==> src/rtl/trap_return.sv <==
// xRET sequencer: flush, drain, redirect fetch to xEPC, then commit status/privilege in one cycle.
// Define TRAP_RETURN_SRET_EN to add SRET support; by default every accepted xRET is an MRET.
module trap_return #(
    parameter int ILEN        = 32,
    parameter int ALEN        = 32,
    parameter int XLEN        = 32,
    parameter int HAS_UMODE   = 1,
    parameter int DRAIN_CNT_W = 8
) (
    input  logic                   clk,
    input  logic                   rst,
    input  logic                   xret_valid,
    input  logic [ILEN-1:0]        xret_instr,
    input  logic [1:0]             cur_priv,
    input  logic [ALEN-1:0]        mepc,
    input  logic                   mstatus_mpie,
    input  logic [1:0]             mstatus_mpp,
    input  logic                   trap_valid,
    input  logic                   pipe_drained,
    input  logic                   fetch_redirect_ready,
`ifdef TRAP_RETURN_SRET_EN
    input  logic                   xret_is_sret,
    input  logic [ALEN-1:0]        sepc,
    input  logic                   sstatus_spie,
    input  logic                   sstatus_spp,
    input  logic                   mstatus_tsr,
`endif
    output logic                   xret_busy,
    output logic                   flush,
    output logic                   fetch_redirect_valid,
    output logic [ALEN-1:0]        fetch_redirect_target,
    output logic                   csr_status_we,
    output logic                   csr_xie_new,
    output logic                   csr_xpie_new,
    output logic [1:0]             csr_xpp_new,
    output logic                   priv_we,
    output logic [1:0]             priv_new,
    output logic                   illegal_valid,
    output logic [XLEN-1:0]        illegal_mtval,
    output logic [DRAIN_CNT_W-1:0] drain_cycles
);

    typedef enum logic [1:0] {
        IDLE,
        DRAIN,
        REDIRECT,
        COMMIT
    } state_t;

    localparam logic [1:0]      MRET_XPP    = (HAS_UMODE != 0) ? 2'b00 : 2'b11;
    localparam logic [ALEN-1:0] TARGET_MASK = {{(ALEN-2){1'b1}}, 2'b00};

    state_t                 state_q, state_d;
    logic [ALEN-1:0]        target_q, target_d;
    logic                   pie_q, pie_d;
    logic [1:0]             pp_q, pp_d;
    logic [1:0]             xpp_q, xpp_d;
    logic [DRAIN_CNT_W-1:0] cnt_q, cnt_d;
    logic [DRAIN_CNT_W-1:0] drain_cycles_q, drain_cycles_d;
    logic                   flush_q, flush_d;
    logic                   illegal_valid_q, illegal_valid_d;
    logic [XLEN-1:0]        illegal_mtval_q, illegal_mtval_d;

    logic                   sel_legal;
    logic [ALEN-1:0]        sel_epc;
    logic                   sel_pie;
    logic [1:0]             sel_pp;
    logic [1:0]             sel_xpp;

    // Source selection for the request in IDLE; MPP=10 is reserved and returns to M.
    always_comb begin
        sel_legal = (cur_priv == 2'b11);
        sel_epc   = mepc;
        sel_pie   = mstatus_mpie;
        sel_pp    = (mstatus_mpp == 2'b10) ? 2'b11 : mstatus_mpp;
        sel_xpp   = MRET_XPP;
`ifdef TRAP_RETURN_SRET_EN
        if (xret_is_sret) begin
            sel_legal = (cur_priv == 2'b11) || ((cur_priv == 2'b01) && !mstatus_tsr);
            sel_epc   = sepc;
            sel_pie   = sstatus_spie;
            sel_pp    = {1'b0, sstatus_spp};
            sel_xpp   = 2'b00;
        end
`endif
    end

    always_comb begin
        state_d         = state_q;
        target_d        = target_q;
        pie_d           = pie_q;
        pp_d            = pp_q;
        xpp_d           = xpp_q;
        cnt_d           = cnt_q;
        drain_cycles_d  = drain_cycles_q;
        flush_d         = 1'b0;
        illegal_valid_d = 1'b0;
        illegal_mtval_d = illegal_mtval_q;

        case (state_q)
            IDLE: begin
                if (xret_valid && !trap_valid) begin
                    if (sel_legal) begin
                        target_d = sel_epc & TARGET_MASK;
                        pie_d    = sel_pie;
                        pp_d     = sel_pp;
                        xpp_d    = sel_xpp;
                        cnt_d    = '0;
                        flush_d  = 1'b1;
                        state_d  = DRAIN;
                    end else begin
                        illegal_valid_d = 1'b1;
                        illegal_mtval_d = XLEN'(xret_instr);
                    end
                end
            end
            DRAIN: begin
                // The current cycle counts, so a one-cycle drain reports 1.
                cnt_d = (&cnt_q) ? cnt_q : cnt_q + DRAIN_CNT_W'(1);
                if (trap_valid) begin
                    state_d = IDLE;
                end else if (pipe_drained) begin
                    drain_cycles_d = cnt_d;
                    state_d        = REDIRECT;
                end
            end
            REDIRECT: begin
                if (fetch_redirect_ready) begin
                    state_d = COMMIT;
                end
            end
            COMMIT: begin
                state_d = IDLE;
            end
            default: begin
                state_d = IDLE;
            end
        endcase
    end

    always_ff @(posedge clk or negedge rst) begin
        if (!rst) begin
            state_q         <= IDLE;
            target_q        <= '0;
            pie_q           <= 1'b0;
            pp_q            <= 2'b00;
            xpp_q           <= 2'b00;
            cnt_q           <= '0;
            drain_cycles_q  <= '0;
            flush_q         <= 1'b0;
            illegal_valid_q <= 1'b0;
            illegal_mtval_q <= '0;
        end else begin
            state_q         <= state_d;
            target_q        <= target_d;
            pie_q           <= pie_d;
            pp_q            <= pp_d;
            xpp_q           <= xpp_d;
            cnt_q           <= cnt_d;
            drain_cycles_q  <= drain_cycles_d;
            flush_q         <= flush_d;
            illegal_valid_q <= illegal_valid_d;
            illegal_mtval_q <= illegal_mtval_d;
        end
    end

    // CSR and privilege data are gated to COMMIT so nothing leaks on other cycles.
    assign xret_busy             = (state_q != IDLE);
    assign flush                 = flush_q;
    assign fetch_redirect_valid  = (state_q == REDIRECT);
    assign fetch_redirect_target = target_q;
    assign csr_status_we         = (state_q == COMMIT);
    assign csr_xie_new           = (state_q == COMMIT) && pie_q;
    assign csr_xpie_new          = (state_q == COMMIT);
    assign csr_xpp_new           = (state_q == COMMIT) ? xpp_q : 2'b00;
    assign priv_we               = (state_q == COMMIT);
    assign priv_new              = (state_q == COMMIT) ? pp_q : 2'b00;
    assign illegal_valid         = illegal_valid_q;
    assign illegal_mtval         = illegal_mtval_q;
    assign drain_cycles          = drain_cycles_q;

endmodule

==> config.mk <==
export PLATFORM = sky130hd
export DESIGN_NAME = trap_return
export DESIGN_NICKNAME = d
export VERILOG_FILES = /design/src/rtl/trap_return.sv
export SDC_FILE = /design/constraint.sdc
export NUM_CORES = 1
export LEC_CHECK = 0
export ABC_AREA = 1
export CORE_UTILIZATION = 45
export CTS_BUF_LIST = sky130_fd_sc_hd__clkbuf_16
export DETAILED_ROUTE_END_ITERATION = 10
export PLACE_DENSITY = 0.92
export SLEW_MARGIN = 20
export SYNTH_ARGS = -nofsm -noshare
export SYNTH_HDL_FRONTEND = slang
export SYNTH_SLANG_ARGS = --single-unit
==> constraint.sdc <==
create_clock -name clk -period 2.15 [get_ports clk]
set_clock_uncertainty 0.1 [all_clocks]
set_input_delay 0.645 -clock clk [delete_from_list [all_inputs] [get_ports clk]]
set_output_delay 0.645 -clock clk [all_outputs]
set_load 0.02 [all_outputs]
# ---- Word level (Yosys, flattened, before mapping)
# Index checks and enable logic that the tools add are counted.
dict set report word_totals {
  reg_bits 85
  input_bits 75
  out_inout_bits 84
  elab_cells 51
}
dict set report op_classes {
  addsub 1
  n_eq_ne 9
  muxes 18
  n_bitwise 2
  reduce_logical 12
}
# operator n
set op_table {}
lappend op_table {{8-bit two-way mux} 3}
lappend op_table {{8-bit one-hot mux with 2 select lines} 1}
lappend op_table {{2-bit two-way mux} 7}
lappend op_table {{3-bit AND reduction} 4}
lappend op_table {{8-bit by 1-bit adder with 8-bit output (second input constant)} 1}
lappend op_table {{2-bit == test (second input constant)} 4}
lappend op_table {{2-bit one-hot mux with 4 select lines} 1}
lappend op_table {{8-bit AND reduction} 1}
lappend op_table {{1-bit two-way mux} 6}
lappend op_table {{2-bit != test (second input constant)} 3}
lappend op_table {{4-bit AND reduction} 1}
lappend op_table {{2-bit nonzero test} 2}
lappend op_table {{3-bit != test (second input constant)} 1}
lappend op_table {{2-bit by 1-bit == test with 1-bit output (second input constant)} 1}
lappend op_table {{1-bit logical AND} 2}
lappend op_table {{2-bit zero test} 1}
lappend op_table {{1-bit NOT} 2}
lappend op_table {{1-bit zero test} 1}

# ---- Longest topological paths before layout
# Gate-level depths: netlist of run 1.
dict set report depth {
  depth_word 4
  depth_mapped 8
  ltp_nobuf 7
}

# ---- Least setup slack after synthesis of run 1
# No wires, ideal clock.
dict set report synth_timing {
  kind {register to output}
  start {register (tool-made name)}
  end {output port csr_xpie_new}
  t_arrival_ns 0.891
  t_required_ns 1.405
  slack_ns 0.514
  path_stages_with_launch 4
  path_buffers 1
  path_cell_list {dfrtp_1 > nand2_1 > inv_1 > buf_4}
}
# element line_no
set synth_lines {}
lappend synth_lines {{to (decl)} 34} ;# output logic csr_xpie_new,

# ---- Worst setup path after layout of run 1
dict set report layout_timing {
  start {register target_q[16] (netlist: fetch_redirect_target[16])}
  end {output port fetch_redirect_target[16]}
}
# element line_no
set layout_lines {}
lappend layout_lines {{from (decl)} 54} ;# logic [ALEN-1:0] target_q, target_d;
lappend layout_lines {{from (signal assigned)} 155} ;# target_q <= target_d;
lappend layout_lines {{to (decl)} 31} ;# output logic [ALEN-1:0] fetch_redirect_target,
# No word-level cell between the ends.

==> impl_metrics.tcl, run 1 <==
set metrics [dict create \
    r2r_slack_ns 0.56 \
    setup_viol 0 \
    die_w_um 90.5 \
    synthCells 421 \
    met1_usage_pct 26.2 \
    yosysSeqAreaShare_pct 60.3 \
    regToRegStartpoint "state_q[0]$_DFFE_PN0P_" \
    dp_hpwl_mm 6.72 \
    ant_nets 0 \
    dr_total_vias 3259 \
    rsz0062_at_grt "no" \
    power.total_w 0.00785 \
    swShare_pct 37.3 \
    grt_pass1_vias 3341 \
    worstMarginPinSlew_ns 0.499 \
    layout_commonest_cell "nand2_1" \
    yosys.area.top_type "dfrtp_1" \
    cts_inserted_buffers 9 \
    dieArea_um2 8200 \
    drc 0 \
    worstPathCellList "clkdlybuf4s50_1" \
    start_util_pct 47.6 \
    cp_slowest_stage_delay_ns 0.64 \
    power_frac_clock_pct 21.0 \
    fmax_ghz 0.483 \
    nFillCells 530 \
    grtUsageMet2_pct 42.4 \
    design_area_um2 5450 \
    slew_violations 0 \
    instances_no_fill 679 \
    gp_congestion 0.882 \
    htree_levels 3 \
    grt_pass1_wl_mm 15.3 \
    hold_slack_ns 0.149 \
    ir_drop_mv 0.866 \
    critPathArrivalTime_ns 1.33 \
    p_sw_w 0.00292 \
    cts_tree "done" \
    setup-tns-final_ns 0 \
    rr_worst_depth 6 \
    required_ns 1.40 \
    crit_type "register to output pin" \
    num_antenna_cells 0 \
    path_buf_inv 1 \
    syn_area_um2 3530 \
    met3_usage_pct 5.30 \
    drtPass1Iterations 4 \
    crit_slowest_cell "clkdlybuf4s50_1" \
    drive_above_1_share_pct 6.38 \
    dp_cells 663 \
    synth-seq-cells 85 \
    mostFrequentLayoutCells "nand2_1 (241), clkdlybuf4s50_1 (143), dfrtp_1 (83)" \
    worstSkewPairLatency_ns 0.32 \
    cts_root_buf "clkbuf_16" \
    nets 651 \
    seq_power_share_pct 34.9 \
    grt_max_degree 45 \
    row_count 31 \
    ios 159 \
    grt_util_all_layers_pct 23.5 \
    yosysTopAreaCellShare_pct 60.3 \
    hold_viol_final 0 \
    vias_per_cell 4.80 \
    maxCapViolCount 0 \
    dpl-instance-area_um2 5140 \
    synth_cell_types 20 \
    post-route-min-period_ns 2.07 \
    p_comb_share_pct 44.2 \
    chipHeight_um 90.5 \
    wl_per_cell_um 13.5 \
    clk_pin_slew_ns 0.06 \
    startpoint_type "register" \
    crit_fanout 2 \
    finalCritPeriodShare_pct 96.4 \
    coreArea_um2 7410 \
    cp-end-kind "output pin" \
    routed_wl_mm 9.16 \
    hold_buffers 0 \
    avgSynthCellArea_um2 8.38 \
    drtIter0Drc 185 \
    grt_overflow_total 0 \
    cp_top_family "buffers and inverters" \
    antenna_found_initial 0 \
    p_leak_nw 2.76 \
    clockBufferDepth 2 \
    busiest_layer "met2" \
    p_per_area_nw_per_um2 1440 \
    synth_area_leaders "dfrtp_1 (60%), nand2_1 (26%), buf_4 (2.3%)" \
    yosysWarnings 0 \
    place.port_buffers 152 \
    relSlewSlack_pct 66.7 \
    numClockSinks 85 \
    r2r-end "illegal_mtval[18]$_DFFE_PN0P_" \
    hold_path.class "primary input to async pin" \
    power.internal_w 0.00492 \
    status "finished, final reports clean" \
    syn_to_final_growth_pct 54.6 \
]
## registers in the layout, summed over array words and instances, names as in the netlist, named ones only
signal / count
cnt_q: 8
drain_cycles: 8
fetch_redirect_target: 30
flush: 1
illegal_mtval: 32
illegal_valid: 1
pie_q: 1
pp_q: 2
state_q: 1
## routing by layer
metal | up-vias | part of all wire [%] | wire (um)
met5 | - | 0 | 0
met4 | 0 | 2.3 | 211
met3 | 18 | 5.6 | 514
met2 | 125 | 53 | 4850
met1 | 1540 | 39 | 3590
li1 | 1576 | - | -
## area by class of cell
cell class	instances	area, um2	area share (%)
repair buffers	158	1580	29.0
clock buffers	9	225	4.13
inverters	26	100	1.84
flip-flops and latches	85	2130	39.0
well taps	99	124	2.27
clock inverters	7	97.6	1.79
multi-input cells	295	1200	22.0
## logic make-up after synthesis
group	count (synthesis)	share of synthesized area, %
flops	85	60.3
simple gates	275	31.0
buf+inv	44	6.07
other cells	1	0.106
fa+ha+maj	1	0.355
compound gates	15	2.13
## worst max-delay path by stage
stage / slack, ns / cells after the start / endpoint / start
final: 0.08 / 1 / fetch_redirect_target[16] / fetch_redirect_target[16]$_DFFE_PN0P_
after global placement: 0.06 / 8 / illegal_mtval[5]$_DFFE_PN0P_ / trap_valid
after CTS: 0.01 / 3 / priv_new[0] / state_q[0]$_DFFE_PN0P_
after global routing: 0.004 / 3 / csr_xie_new / state_q[0]$_DFFE_PN0P_
after detailed placement: -0.02 / 8 / illegal_mtval[18]$_DFFE_PN0P_ / trap_valid
after floorplan: 0.51 / 3 / csr_xpie_new / register
## metrics by stage
stage                     util [%]  setup WS [ns]
after floorplan                  -          0.514
after global placement        69.3         0.0606
after detailed placement      69.3        -0.0154
after CTS                     73.6         0.0142
after global routing          73.6        0.00401
final                         73.6         0.0777
## power by group through the flow
stage	sequential, W	clock [W]	combinational [W]
2_1_floorplan	0.00348	0	0.000938
3_3_place_gp	0.00269	0	0.00342
3_5_place_dp	0.00274	0	0.00351
4_1_cts	0.00273	0.00167	0.00350
5_1_grt	0.00282	0.00173	0.00373
6_report	0.00274	0.00165	0.00347
## cell usage after synthesis
| cell type | instances |
|---|---|
| nand3_1 | 16 |
| a21oi_1 | 2 |
| buf_2 | 4 |
| inv_2 | 5 |
| nor2_1 | 10 |
| nor2_8 | 1 |
| nand2_1 | 241 |
| ha_1 | 1 |
| inv_4 | 1 |
| nor2_4 | 1 |
| o21ai_0 | 13 |
| nand3_2 | 1 |
| nand2_2 | 2 |
| clkbuf_1 | 3 |
| conb_1 | 1 |
| nand4_1 | 1 |
| dfrtp_1 | 85 |
| inv_1 | 20 |
| nor2_2 | 2 |
| buf_4 | 11 |
## timing repair
action	in CTS	in global routing
gates resized for setup	8	3
gates cloned	0	0
endpoints found under the setup margin	8	7
setup buffers	0	0
Power figures use the tool's default switching activity.
==> run 2, diff against run 1 <==
SLEW_MARGIN = 30   (was 20)
==> results of run 2 <==
No change in the layout: final DEF, timing and power equal those of run 1.
